[src/rtl/cpu_bus_driver_if.sv]
`default_nettype none
//==============================================================================
// Module      : cpu_bus_driver_if
// Description : Request/response and BRAM bus signal bundle for cpu_bus_driver.
// Revision    : 1.0 - initial release
//==============================================================================
interface cpu_bus_driver_if;
    logic        REQ_VALID;
    logic        REQ_READY;
    logic        REQ_WE;
    logic [1:0]  REQ_SELECT;
    logic [13:0] REQ_ADDR;
    logic [15:0] REQ_WDATA;
    logic        RSP_VALID;
    logic [15:0] RSP_RDATA;
    logic        RSP_ERR;
    logic        BUS_EN;
    logic        BUS_WE;
    logic        BUS_RD;
    logic        BUS_RDWR;
    logic [1:0]  BUS_SELECT;
    logic [13:0] BUS_ADDR;
    logic [15:0] BUS_DATA_OUT;
    logic        BUS_DATA_OE;
    logic [15:0] BUS_DATA_IN;

    // Driver side: accepts requests and masters the BRAM bus.
    modport master (
        input  REQ_VALID, REQ_WE, REQ_SELECT, REQ_ADDR, REQ_WDATA, BUS_DATA_IN,
        output REQ_READY, RSP_VALID, RSP_RDATA, RSP_ERR,
        output BUS_EN, BUS_WE, BUS_RD, BUS_RDWR, BUS_SELECT, BUS_ADDR,
        output BUS_DATA_OUT, BUS_DATA_OE
    );

    // Environment side: requester plus the memory/pad model.
    modport slave (
        output REQ_VALID, REQ_WE, REQ_SELECT, REQ_ADDR, REQ_WDATA, BUS_DATA_IN,
        input  REQ_READY, RSP_VALID, RSP_RDATA, RSP_ERR,
        input  BUS_EN, BUS_WE, BUS_RD, BUS_RDWR, BUS_SELECT, BUS_ADDR,
        input  BUS_DATA_OUT, BUS_DATA_OE
    );
endinterface
`default_nettype wire

[src/rtl/cpu_bus_driver.sv]
`default_nettype none
//==============================================================================
// Module      : cpu_bus_driver
// Description : Sequences one BRAM access per request through SETUP/STROBE/HOLD
//               phases with fully registered bus outputs.
// Macro       : CPU_BUS_DRIVER_READ_EN - enables read cycles; without it reads
//               are answered immediately with RSP_ERR.
// Revision    : 1.0 - initial release
//==============================================================================
module cpu_bus_driver #(
    parameter int SETUP_CYCLES  = 1,
    parameter int STROBE_CYCLES = 2,
    parameter int HOLD_CYCLES   = 1
) (
    input  wire              CLK,
    input  wire              RESET_N,
    cpu_bus_driver_if.master drv
);

`ifdef CPU_BUS_DRIVER_READ_EN
    localparam bit c_read_en = 1'b1;
`else
    localparam bit c_read_en = 1'b0;
`endif

    localparam logic [3:0] c_setup_load  = 4'(SETUP_CYCLES - 1);
    localparam logic [3:0] c_strobe_load = 4'(STROBE_CYCLES - 1);
    localparam logic [3:0] c_hold_load   = 4'(HOLD_CYCLES - 1);

    typedef enum logic [1:0] {
        IDLE   = 2'd0,
        SETUP  = 2'd1,
        STROBE = 2'd2,
        HOLD   = 2'd3
    } state_t;

    state_t      r_state;
    state_t      w_state_nxt;
    logic [3:0]  r_cnt;
    logic [3:0]  w_cnt_nxt;

    logic        r_bus_en;
    logic        r_bus_we;
    logic        r_bus_rd;
    logic        r_bus_rdwr;
    logic [1:0]  r_bus_select;
    logic [13:0] r_bus_addr;
    logic [15:0] r_bus_dout;
    logic        r_bus_oe;
    logic [15:0] r_rd_capture;
    logic        r_rsp_valid;
    logic        r_rsp_err;
    logic [15:0] r_rsp_rdata;

    logic        w_ready;
    logic        w_accept;
    logic        w_reject;
    logic        w_start;
    logic        w_last;
    logic        w_done;
    logic        w_cap;
    logic        w_we_nxt;
    logic        w_active_nxt;

    assign w_ready  = (r_state == IDLE) && RESET_N;
    assign w_accept = drv.REQ_VALID && w_ready;
    // A read in a write-only build is consumed without touching the bus.
    assign w_reject = w_accept && !drv.REQ_WE && !c_read_en;
    assign w_start  = w_accept && !w_reject;
    assign w_last   = (r_cnt == 4'd0);
    assign w_done   = (r_state == HOLD) && w_last;
    assign w_cap    = (r_state == STROBE) && w_last && r_bus_rdwr && c_read_en;

    // RDWR register doubles as the latched transfer direction.
    assign w_we_nxt     = w_start ? drv.REQ_WE : !r_bus_rdwr;
    assign w_active_nxt = (w_state_nxt != IDLE);

    always_comb begin
        w_state_nxt = r_state;
        w_cnt_nxt   = r_cnt;
        case (r_state)
            IDLE: begin
                if (w_start) begin
                    w_state_nxt = SETUP;
                    w_cnt_nxt   = c_setup_load;
                end
            end
            SETUP: begin
                if (w_last) begin
                    w_state_nxt = STROBE;
                    w_cnt_nxt   = c_strobe_load;
                end else begin
                    w_cnt_nxt   = r_cnt - 4'd1;
                end
            end
            STROBE: begin
                if (w_last) begin
                    w_state_nxt = HOLD;
                    w_cnt_nxt   = c_hold_load;
                end else begin
                    w_cnt_nxt   = r_cnt - 4'd1;
                end
            end
            HOLD: begin
                if (w_last) begin
                    w_state_nxt = IDLE;
                    w_cnt_nxt   = 4'd0;
                end else begin
                    w_cnt_nxt   = r_cnt - 4'd1;
                end
            end
            default: begin
                w_state_nxt = IDLE;
                w_cnt_nxt   = 4'd0;
            end
        endcase
    end

    always_ff @(posedge CLK or negedge RESET_N) begin
        if (!RESET_N) begin
            r_state <= IDLE;
            r_cnt   <= 4'd0;
        end else begin
            r_state <= w_state_nxt;
            r_cnt   <= w_cnt_nxt;
        end
    end

    // Bus outputs are decoded from the next state so they line up with the phase.
    always_ff @(posedge CLK or negedge RESET_N) begin
        if (!RESET_N) begin
            r_bus_en     <= 1'b0;
            r_bus_we     <= 1'b0;
            r_bus_rd     <= 1'b0;
            r_bus_oe     <= 1'b0;
            r_bus_rdwr   <= 1'b1;
            r_bus_select <= 2'd0;
            r_bus_addr   <= 14'd0;
            r_bus_dout   <= 16'd0;
        end else begin
            r_bus_en <= w_active_nxt;
            r_bus_we <= (w_state_nxt == STROBE) && w_we_nxt;
            r_bus_rd <= (w_state_nxt == STROBE) && !w_we_nxt;
            r_bus_oe <= w_active_nxt && w_we_nxt;
            if (w_start) begin
                r_bus_rdwr   <= !drv.REQ_WE;
                r_bus_select <= drv.REQ_SELECT;
                r_bus_addr   <= drv.REQ_ADDR;
                r_bus_dout   <= drv.REQ_WDATA;
            end
        end
    end

    always_ff @(posedge CLK or negedge RESET_N) begin
        if (!RESET_N) begin
            r_rd_capture <= 16'd0;
            r_rsp_valid  <= 1'b0;
            r_rsp_err    <= 1'b0;
            r_rsp_rdata  <= 16'd0;
        end else begin
            if (w_cap) begin
                r_rd_capture <= drv.BUS_DATA_IN;
            end
            r_rsp_valid <= w_done || w_reject;
            r_rsp_err   <= w_reject;
            if (w_reject) begin
                r_rsp_rdata <= 16'd0;
            end else if (w_done && r_bus_rdwr) begin
                r_rsp_rdata <= r_rd_capture;
            end
        end
    end

    assign drv.REQ_READY    = w_ready;
    assign drv.RSP_VALID    = r_rsp_valid;
    assign drv.RSP_RDATA    = r_rsp_rdata;
    assign drv.RSP_ERR      = r_rsp_err;
    assign drv.BUS_EN       = r_bus_en;
    assign drv.BUS_WE       = r_bus_we;
    assign drv.BUS_RD       = r_bus_rd;
    assign drv.BUS_RDWR     = r_bus_rdwr;
    assign drv.BUS_SELECT   = r_bus_select;
    assign drv.BUS_ADDR     = r_bus_addr;
    assign drv.BUS_DATA_OUT = r_bus_dout;
    assign drv.BUS_DATA_OE  = r_bus_oe;

endmodule
`default_nettype wire

[src/flat_wrapper.sv]
// flat-port wrapper written by rule: the top's interface ports become plain ports
module cpu_bus_driver_flat 
#(
    parameter int SETUP_CYCLES  = 1,
    parameter int STROBE_CYCLES = 2,
    parameter int HOLD_CYCLES   = 1
)
  (CLK, RESET_N, drv_REQ_VALID, drv_REQ_WE, drv_REQ_SELECT, drv_REQ_ADDR, drv_REQ_WDATA, drv_BUS_DATA_IN, drv_REQ_READY, drv_RSP_VALID, drv_RSP_RDATA, drv_RSP_ERR, drv_BUS_EN, drv_BUS_WE, drv_BUS_RD, drv_BUS_RDWR, drv_BUS_SELECT, drv_BUS_ADDR, drv_BUS_DATA_OUT, drv_BUS_DATA_OE);
  cpu_bus_driver_if drv_i ();
  input  wire CLK;
  input  wire RESET_N;
  input wire logic [$bits(drv_i.REQ_VALID)-1:0] drv_REQ_VALID;
  input wire logic [$bits(drv_i.REQ_WE)-1:0] drv_REQ_WE;
  input wire logic [$bits(drv_i.REQ_SELECT)-1:0] drv_REQ_SELECT;
  input wire logic [$bits(drv_i.REQ_ADDR)-1:0] drv_REQ_ADDR;
  input wire logic [$bits(drv_i.REQ_WDATA)-1:0] drv_REQ_WDATA;
  input wire logic [$bits(drv_i.BUS_DATA_IN)-1:0] drv_BUS_DATA_IN;
  output wire logic [$bits(drv_i.REQ_READY)-1:0] drv_REQ_READY;
  output wire logic [$bits(drv_i.RSP_VALID)-1:0] drv_RSP_VALID;
  output wire logic [$bits(drv_i.RSP_RDATA)-1:0] drv_RSP_RDATA;
  output wire logic [$bits(drv_i.RSP_ERR)-1:0] drv_RSP_ERR;
  output wire logic [$bits(drv_i.BUS_EN)-1:0] drv_BUS_EN;
  output wire logic [$bits(drv_i.BUS_WE)-1:0] drv_BUS_WE;
  output wire logic [$bits(drv_i.BUS_RD)-1:0] drv_BUS_RD;
  output wire logic [$bits(drv_i.BUS_RDWR)-1:0] drv_BUS_RDWR;
  output wire logic [$bits(drv_i.BUS_SELECT)-1:0] drv_BUS_SELECT;
  output wire logic [$bits(drv_i.BUS_ADDR)-1:0] drv_BUS_ADDR;
  output wire logic [$bits(drv_i.BUS_DATA_OUT)-1:0] drv_BUS_DATA_OUT;
  output wire logic [$bits(drv_i.BUS_DATA_OE)-1:0] drv_BUS_DATA_OE;
  assign drv_i.REQ_VALID = drv_REQ_VALID;
  assign drv_i.REQ_WE = drv_REQ_WE;
  assign drv_i.REQ_SELECT = drv_REQ_SELECT;
  assign drv_i.REQ_ADDR = drv_REQ_ADDR;
  assign drv_i.REQ_WDATA = drv_REQ_WDATA;
  assign drv_i.BUS_DATA_IN = drv_BUS_DATA_IN;
  assign drv_REQ_READY = drv_i.REQ_READY;
  assign drv_RSP_VALID = drv_i.RSP_VALID;
  assign drv_RSP_RDATA = drv_i.RSP_RDATA;
  assign drv_RSP_ERR = drv_i.RSP_ERR;
  assign drv_BUS_EN = drv_i.BUS_EN;
  assign drv_BUS_WE = drv_i.BUS_WE;
  assign drv_BUS_RD = drv_i.BUS_RD;
  assign drv_BUS_RDWR = drv_i.BUS_RDWR;
  assign drv_BUS_SELECT = drv_i.BUS_SELECT;
  assign drv_BUS_ADDR = drv_i.BUS_ADDR;
  assign drv_BUS_DATA_OUT = drv_i.BUS_DATA_OUT;
  assign drv_BUS_DATA_OE = drv_i.BUS_DATA_OE;
  cpu_bus_driver #(.SETUP_CYCLES(SETUP_CYCLES), .STROBE_CYCLES(STROBE_CYCLES), .HOLD_CYCLES(HOLD_CYCLES)) u_core (.CLK(CLK), .RESET_N(RESET_N), .drv(drv_i));
endmodule
[config.mk]
export PLATFORM = sky130hd
export DESIGN_NAME = cpu_bus_driver_flat
export DESIGN_NICKNAME = d
export VERILOG_FILES = /design/src/rtl/cpu_bus_driver_if.sv /design/src/rtl/cpu_bus_driver.sv /design/src/flat_wrapper.sv
export SDC_FILE = /design/constraint.sdc
export NUM_CORES = 1
export LEC_CHECK = 0
export CAP_MARGIN = 20
export CORE_ASPECT_RATIO = 1.75
export CORE_UTILIZATION = 28
export CTS_BUF_LIST = sky130_fd_sc_hd__clkbuf_8 sky130_fd_sc_hd__clkbuf_16
export DETAILED_ROUTE_END_ITERATION = 10
export DONT_BUFFER_PORTS = 1
export GPL_TIMING_DRIVEN = 0
export PLACE_DENSITY = 0.42
export SLEW_MARGIN = 40
export SYNTH_ARGS = -nofsm -noshare
export SYNTH_HDL_FRONTEND = slang
export SYNTH_SLANG_ARGS = --single-unit
[constraint.sdc]
create_clock -name CLK -period 2.2 [get_ports CLK]
set_input_delay 0.33 -clock CLK [delete_from_list [all_inputs] [get_ports CLK]]
set_output_delay 0.33 -clock CLK [all_outputs]
set_load 0.1 [all_outputs]
======== After elaboration in Yosys (flattened, before gate mapping) ========
Index checks and enable logic that the tools add are counted.
word-level totals
  flip-flop bits (word level) ............. 61
  input bits .............................. 52
  output and inout bits ................... 56
  word-level logic and storage cells ...... 50
operators by class
  add/sub/neg operators ................... 1
  equal/unequal tests ..................... 5
  mux-type cells .......................... 12
  reduce and logical (&&, ||, !) cells .... 19
operators by type and width
  operator               count
  $mux W16               2
  $mux W4                3
  $pmux W4 S3            1
  $logic_and A1 B1 Y1    9
  $mux W2                4
  $pmux W2 S4            1
  $eq A2 B2 Y1 const B   3
  $logic_not A1 Y1       4
  $logic_not A4 Y1       1
  $reduce_bool A2 Y1     2
  $sub A4 B1 Y4 const B  1
  $eq A2 B1 Y1 const B   1
  $logic_not A2 Y1       1
  $ne A2 B1 Y1 const B   1
  $reduce_or A2 Y1       1
  $logic_or A1 B1 Y1     1
  $mux W1                1

======== Logic depth before layout (Yosys ltp) ========
Gate-level depths: netlist of run 1.
  word-level depth ........................ 10
  mapped depth ............................ 5
  depth with buffers taken out ............ 5

======== Worst setup path after synthesis of run 1 ========
OpenSTA, ideal clock, no wires.
  kind .................................... register to output
  start ................................... register u_core.r_state[1]
  end ..................................... output port drv_REQ_READY
  arrival time ............................ 1.530 ns
  required time ........................... 1.870 ns
  path slack .............................. 0.340 ns
  cell stages (with the launch flop) ...... 5
  path buffers ............................ 2
  cell sequence ........................... dfrtp_1 -> buf_6 -> nor2_1 -> buf_2 -> and2_1
on the way
  word-level cells in the longest chain between the ends .. 2
RTL lines
  element                   line                   RTL
  start: declaration        cpu_bus_driver.sv:37   state_t r_state;
  start signal: assignment  cpu_bus_driver.sv:124  r_state <= w_state_nxt;
  $logic_not A2 Y1          cpu_bus_driver.sv:65   assign w_ready = (r_state == IDLE) && RESET_N;
  $logic_and A1 B1 Y1       cpu_bus_driver.sv:65
  end: declaration          flat_wrapper.sv:18     output wire logic [$bits(drv_i.REQ_READY)-1:0] drv_REQ_READY;
Every way passes these cells.

======== Worst setup path in the final report of run 1 ========
Ends and elaborated chain as after synthesis.

==> qor.csv, run 1 <==
metric;value;unit
dp_hpwl;2760;um
fp.dieH;117;um
post_cts_resized;0;
synth_top_flop_cell;dfrtp_1;
critical_path_class;flip-flop to primary output;
synth_top_area_share;52.3;%
clk_pin_slew;0.06;ns
detailedPlace.worstSlack;0.503;ns
drt_iter0_drc;55;
final_cell_area;0.00255;mm^2
via_per_inst;4.41;
cts.sinks;45;
h-tree-depth;2;
synth_edf_count;0;
netlist_area;0.00211;mm^2
setup_tns;0;ns
clock.fmax;0.501;GHz
synth_common_cells;dfrtp_1 (44), mux2_4 (30), buf_4 (16);
ys_seq_elements;45;
start_util;29.1;%
synth_adder_area_share;1.19;%
setup_viol_count_final;0;
wl;4030;um
fin_crit_sh;90.7;%
die-area;0.00789;mm^2
rsz0062_at_grt;false;
finalNetCount;221;
fin_ws;0.204;ns
core_area;0.00723;mm^2
crit_path_max_incr_delay;0.51;ns
synth_cell_types;39;
drt_first_pass_iters;4;
cp_max_fo;10;
async_flop_share;100;%
grt_max_degree;46;
status;complete, no violations;
grt_pass1_vias;1118;
tightest_slew;0.873;ns
critPathBufInv;2;
start_kind;flip-flop;
worstSetupEndpointType;primary output;
synth.most_common_cell;dfrtp_1;
grt_pass1_wl;5650;um
yosysTopAreaCell;dfrtp_1;
synth_compound_area_share;2.67;%
cts_setup_buffers;0;
yosysWarnings;0;
gr-total-overflow;0;
drv_cap;0;
synth_area_leaders;dfrtp_1 (52%), mux2_4 (21%), buf_4 (5.7%);
antenna_found_initial;0;
ys_seq_area_share;53.5;%
port_buffers;0;
wl_per_cell;15.9;um
fp-row-count;41;
worstSkewPairLatency;0.28;ns
crit_chain;buf_6, nor2_1, buf_2, and2_2;
grt_usage;10.3;%
ios;108;
place_congestion;0.668;
finClkSkew;0.00380;ns
drive_above_1_share;60.7;%
areaGrowthSynthToFinish;21.1;%
clock_path_buffers;2;
cpLargestDelayFamily;simple AND/OR/NAND/NOR gates;
synth_top_family_by_area;multiplexers;
die_w;67.6;um
vias;1120;
cts_tree;done;
avgSynthCellArea;14.9;um^2
cts_root_buf;clkbuf_16;
synth_xor_area_share;0.416;%
place_area;0.00233;mm^2
postRouteAntennaNets;0;
slowest_stage;and2_2;
drv_slew;0;
fillerInstances;699;
finalHoldViolCount;0;
diodes;0;
muxShareOfSynthArea;22.4;%
min_period;2.00;ns
hold_class;input pin to flip-flop;
synth_cells;141;
crit_arrival;1.67;ns
slew_headroom;41.8;%
drc;0;
yosys.area_share.simple;9.74;%
cts_buffers;5;
worstPathRequired;1.87;ns
-- cells in the final DEF (no fill, tap or decap), types with 2 or more instances in the layout --
cell | synthesis | layout
and2_1 | 3 | 2
dfrtp_1 | 44 | 13
inv_1 | 3 | 4
buf_16 | 0 | 2
nand3_1 | 5 | 5
dfrtp_2 | 0 | 31
buf_4 | 16 | 16
clkbuf_16 | 0 | 5
mux2_2 | 2 | 2
mux2_4 | 30 | 30
nand2_1 | 2 | 2
ha_1 | 2 | 2
nor2_1 | 2 | 2
buf_12 | 3 | 3
o31ai_1 | 2 | 2
conb_1 | 1 | 16
-- sequential cells by signal (all words and copies together) (netlist names) --
register                 flops
u_core.drv.BUS_ADDR         14
u_core.r_state               2
u_core.r_cnt                 4
u_core.drv.BUS_RDWR          1
u_core.drv.BUS_DATA_OUT     16
u_core.drv.BUS_RD            1
u_core.drv.RSP_VALID         1
u_core.drv.BUS_EN            1
u_core.drv.RSP_ERR           1
u_core.drv.BUS_WE            1
u_core.drv.BUS_DATA_OE       1
u_core.drv.BUS_SELECT        2
-- metrics by stage --
step                      utilization (%)  hold slack, ns  instances
after floorplan                         -          0.0344        156
after global placement               31.4          0.0354        242
after detailed placement             32.2          0.0355        244
after CTS                            35.1           0.148        254
after global routing                 35.3           0.142        254
final                                35.3           0.146        254
-- routing by layer --
layer,routed length [um],global-route usage (%),vias to the layer above
met5,0,0,-
met4,87,5.96,0
met3,341,3.03,5
met2,2200,17.9,69
met1,1400,10.6,543
li1,-,-,503
-- area by class of cell --
cell class	instances	area (um^2)	share of cell area [%]
plain buffers	21	196	7.70
clock buffers	6	139	5.44
clock inverters	2	33.8	1.32
inverters	3	11.3	0.441
multi-input cells	87	830	32.5
flip-flops and latches	45	1170	45.7
well taps	86	108	4.22
repair buffers	4	68.8	2.70
-- worst paths after layout --
| kind | startpoint | endpoint | slack, ns | cells past startpoint |
|---|---|---|---|---|
| max | u_core.r_state[1] | drv_REQ_READY | 0.20 | 4 |
| min | drv_REQ_WE | u_core.drv.RSP_ERR | 0.15 | 1 |
| max reg2reg | u_core.r_cnt[0] | u_core.r_cnt[2] | 0.61 | 5 |
| min reg2reg | u_core.r_cnt[1] | u_core.r_cnt[1] | 0.54 | 2 |
| max in group asynchronous | RESET_N | u_core.drv.BUS_RDWR | 1.37 | 2 |
| min in group asynchronous | RESET_N | u_core.drv.BUS_DATA_OUT[10] | 0.57 | 2 |
-- kinds of logic (layout without fill, tap and decap cells) --
kind of cell | after synthesis | in the layout
AO/OA/AOI/OAI | 8 | 8
XOR/XNOR | 1 | 1
adder cells (fa/ha/maj) | 2 | 2
buffers and inverters | 24 | 36
flip-flops | 45 | 45
multiplexers | 32 | 32
other | 1 | 16
AND/OR/NAND/NOR | 28 | 28
-- timing repair --
| item | CTS | global route |
|---|---|---|
| endpoints found under the hold margin | 45 | 0 |
| endpoints found under the setup margin | 0 | 0 |
| hold buffers | 2 | 0 |
Power of run 1 is not shown: default switching activity piles up to over one toggle a cycle in this logic, so the estimate is an artifact.
==> inputs of run 2 (changes only) <==
Settings changed: CORE_UTILIZATION 28 to 45, PLACE_DENSITY 0.42 to 0.61.
==> qor.csv, run 2 (synthesized netlist as in run 1, its figures left out) <==
metric;value;unit;change
fillerInstances;374;;-46%
cp_max_fo;10;;unchanged
cts_buffers;5;;unchanged
drt_first_pass_iters;4;;unchanged
areaGrowthSynthToFinish;14.6;%;
start_util;47.4;%;+18 points
diodes;0;;unchanged
via_per_inst;5.03;;+14%
cts.sinks;45;;unchanged
worstSetupEndpointType;primary output;;
vias;1092;;-2.5%
fin_crit_sh;90.8;%;about the same
worstSkewPairLatency;0.29;ns;about the same
crit_arrival;1.67;ns;about the same
port_buffers;0;;unchanged
hold_class;input pin to flip-flop;;
finalHoldViolCount;0;;unchanged
antenna_found_initial;0;;unchanged
grt_max_degree;46;;unchanged
final_cell_mix;dfrtp_2 (32), mux2_4 (30), buf_4 (16), conb_1 (16), dfrtp_1 (12);;
drv_cap;0;;unchanged
rsz0062_at_grt;false;;
h-tree-depth;2;;unchanged
layout_commonest_cell;dfrtp_2;;
core_area;0.00444;mm^2;-39%
min_path_cells;1;;unchanged
detailedPlace.worstSlack;0.503;ns;+0.000557 ns
largest_register_ffs;16;;unchanged
final_cell_area;0.00241;mm^2;-5.4%
clock.fmax;0.501;GHz;about the same
cts_tree;done;;
finClkSkew;0.00561;ns;+0.00181 ns
status;complete, no violations;;
start_kind;flip-flop;;
grt_pass1_vias;1191;;+6.5%
ios;108;;unchanged
finalNetCount;219;;-0.90%
post_cts_resized;0;;unchanged
drive_above_1_share;61.4;%;+0.73 points
die-area;0.00497;mm^2;-37%
setup_viol_count_final;0;;unchanged
postRouteAntennaNets;0;;unchanged
slew_headroom;40.9;%;-0.94 points
setup_tns;0;ns;unchanged
fp.dieH;92.5;um;-21%
final_util;54.3;%;+19 points
place_congestion;0.654;;-2.1%
cts_root_buf;clkbuf_8;;
drc;0;;unchanged
clk_pin_slew;0.08;ns;+0.02 ns
drt_iter0_drc;8;;-85%
min_period;2.00;ns;+0.000579 ns
drv_slew;0;;unchanged
worstPathRequired;1.87;ns;about the same
tightest_slew;0.887;ns;+0.0142 ns
wl;4000;um;-0.70%
critical_path_class;flip-flop to primary output;;
grt_usage;16.6;%;+6.3 points
die_w;53.7;um;-20%
grt_pass1_wl;5820;um;+3.0%
rr_worst_depth;5;;unchanged
fin_ws;0.203;ns;-0.000579 ns
wl_per_cell;18.4;um;+16%
gr-total-overflow;0;;unchanged
place_area;0.00224;mm^2;-3.6%
clock_path_buffers;2;;unchanged
fp-row-count;32;;-22%
dp_hpwl;2800;um;+1.6%
-- run 2: cell types whose count changed in the layout (fill, tap and decap cells not counted), sizes merged --
cell	change
buf	-2
-- run 2: metal layers --
layer  vias up  GRT usage, %  share of wire (%)
li1        504             -                  -
met1       528          15.5                 35
met2        54          31.0                 56
met3         6          4.43                7.0
met4         0          7.24                1.7
met5         -             0                  0
-- run 2: final cells by class --
| cell class | count | area (um^2) | share of cell area (%) |
|---|---|---|---|
| well taps | 51 | 63.8 | 2.64 |
| multi-input cells | 87 | 830 | 34.4 |
| inverters | 3 | 11.3 | 0.466 |
| flip-flops and latches | 45 | 1170 | 48.3 |
| plain buffers | 21 | 196 | 8.13 |
| clock inverters | 2 | 33.8 | 1.40 |
| repair buffers | 2 | 30.0 | 1.24 |
| clock buffers | 6 | 82.6 | 3.42 |
-- run 2: repair_timing --
| action | CTS | global route |
|---|---|---|
| buffers inserted | 0 | 0 |
| endpoints found under the setup margin | 0 | 0 |
| hold endpoints to repair | 45 | 0 |
| hold buffers | 2 | 0 |
-- run 2: worst max-delay path, cell delays in order, from the launching register on --
cell	delay, ns
dfrtp_1	0.38
buf_6	0.13
nor2_1	0.13
buf_2	0.22
and2_2	0.51
-- run 2: worst paths after layout --
check                      slack, ns                           to              start
min reg2reg                     0.52              u_core.r_cnt[1]    u_core.r_cnt[1]
max                             0.20                drv_REQ_READY  u_core.r_state[1]
max reg2reg                     0.62              u_core.r_cnt[0]    u_core.r_cnt[0]
min in group asynchronous       0.49  u_core.drv.BUS_DATA_OUT[15]            RESET_N
min                             0.12           u_core.drv.RSP_ERR         drv_REQ_WE
max in group asynchronous       1.43          u_core.drv.BUS_RDWR            RESET_N
-- run 2: per-stage QoR --
step | hold WS [ns] | cells
final | 0.117 | 217
after global routing | 0.107 | 217
after CTS | 0.109 | 217
after detailed placement | 0.0352 | 207
after global placement | 0.0352 | 207
after floorplan | 0.0344 | 156
Power of run 2 is left out for the same reason.
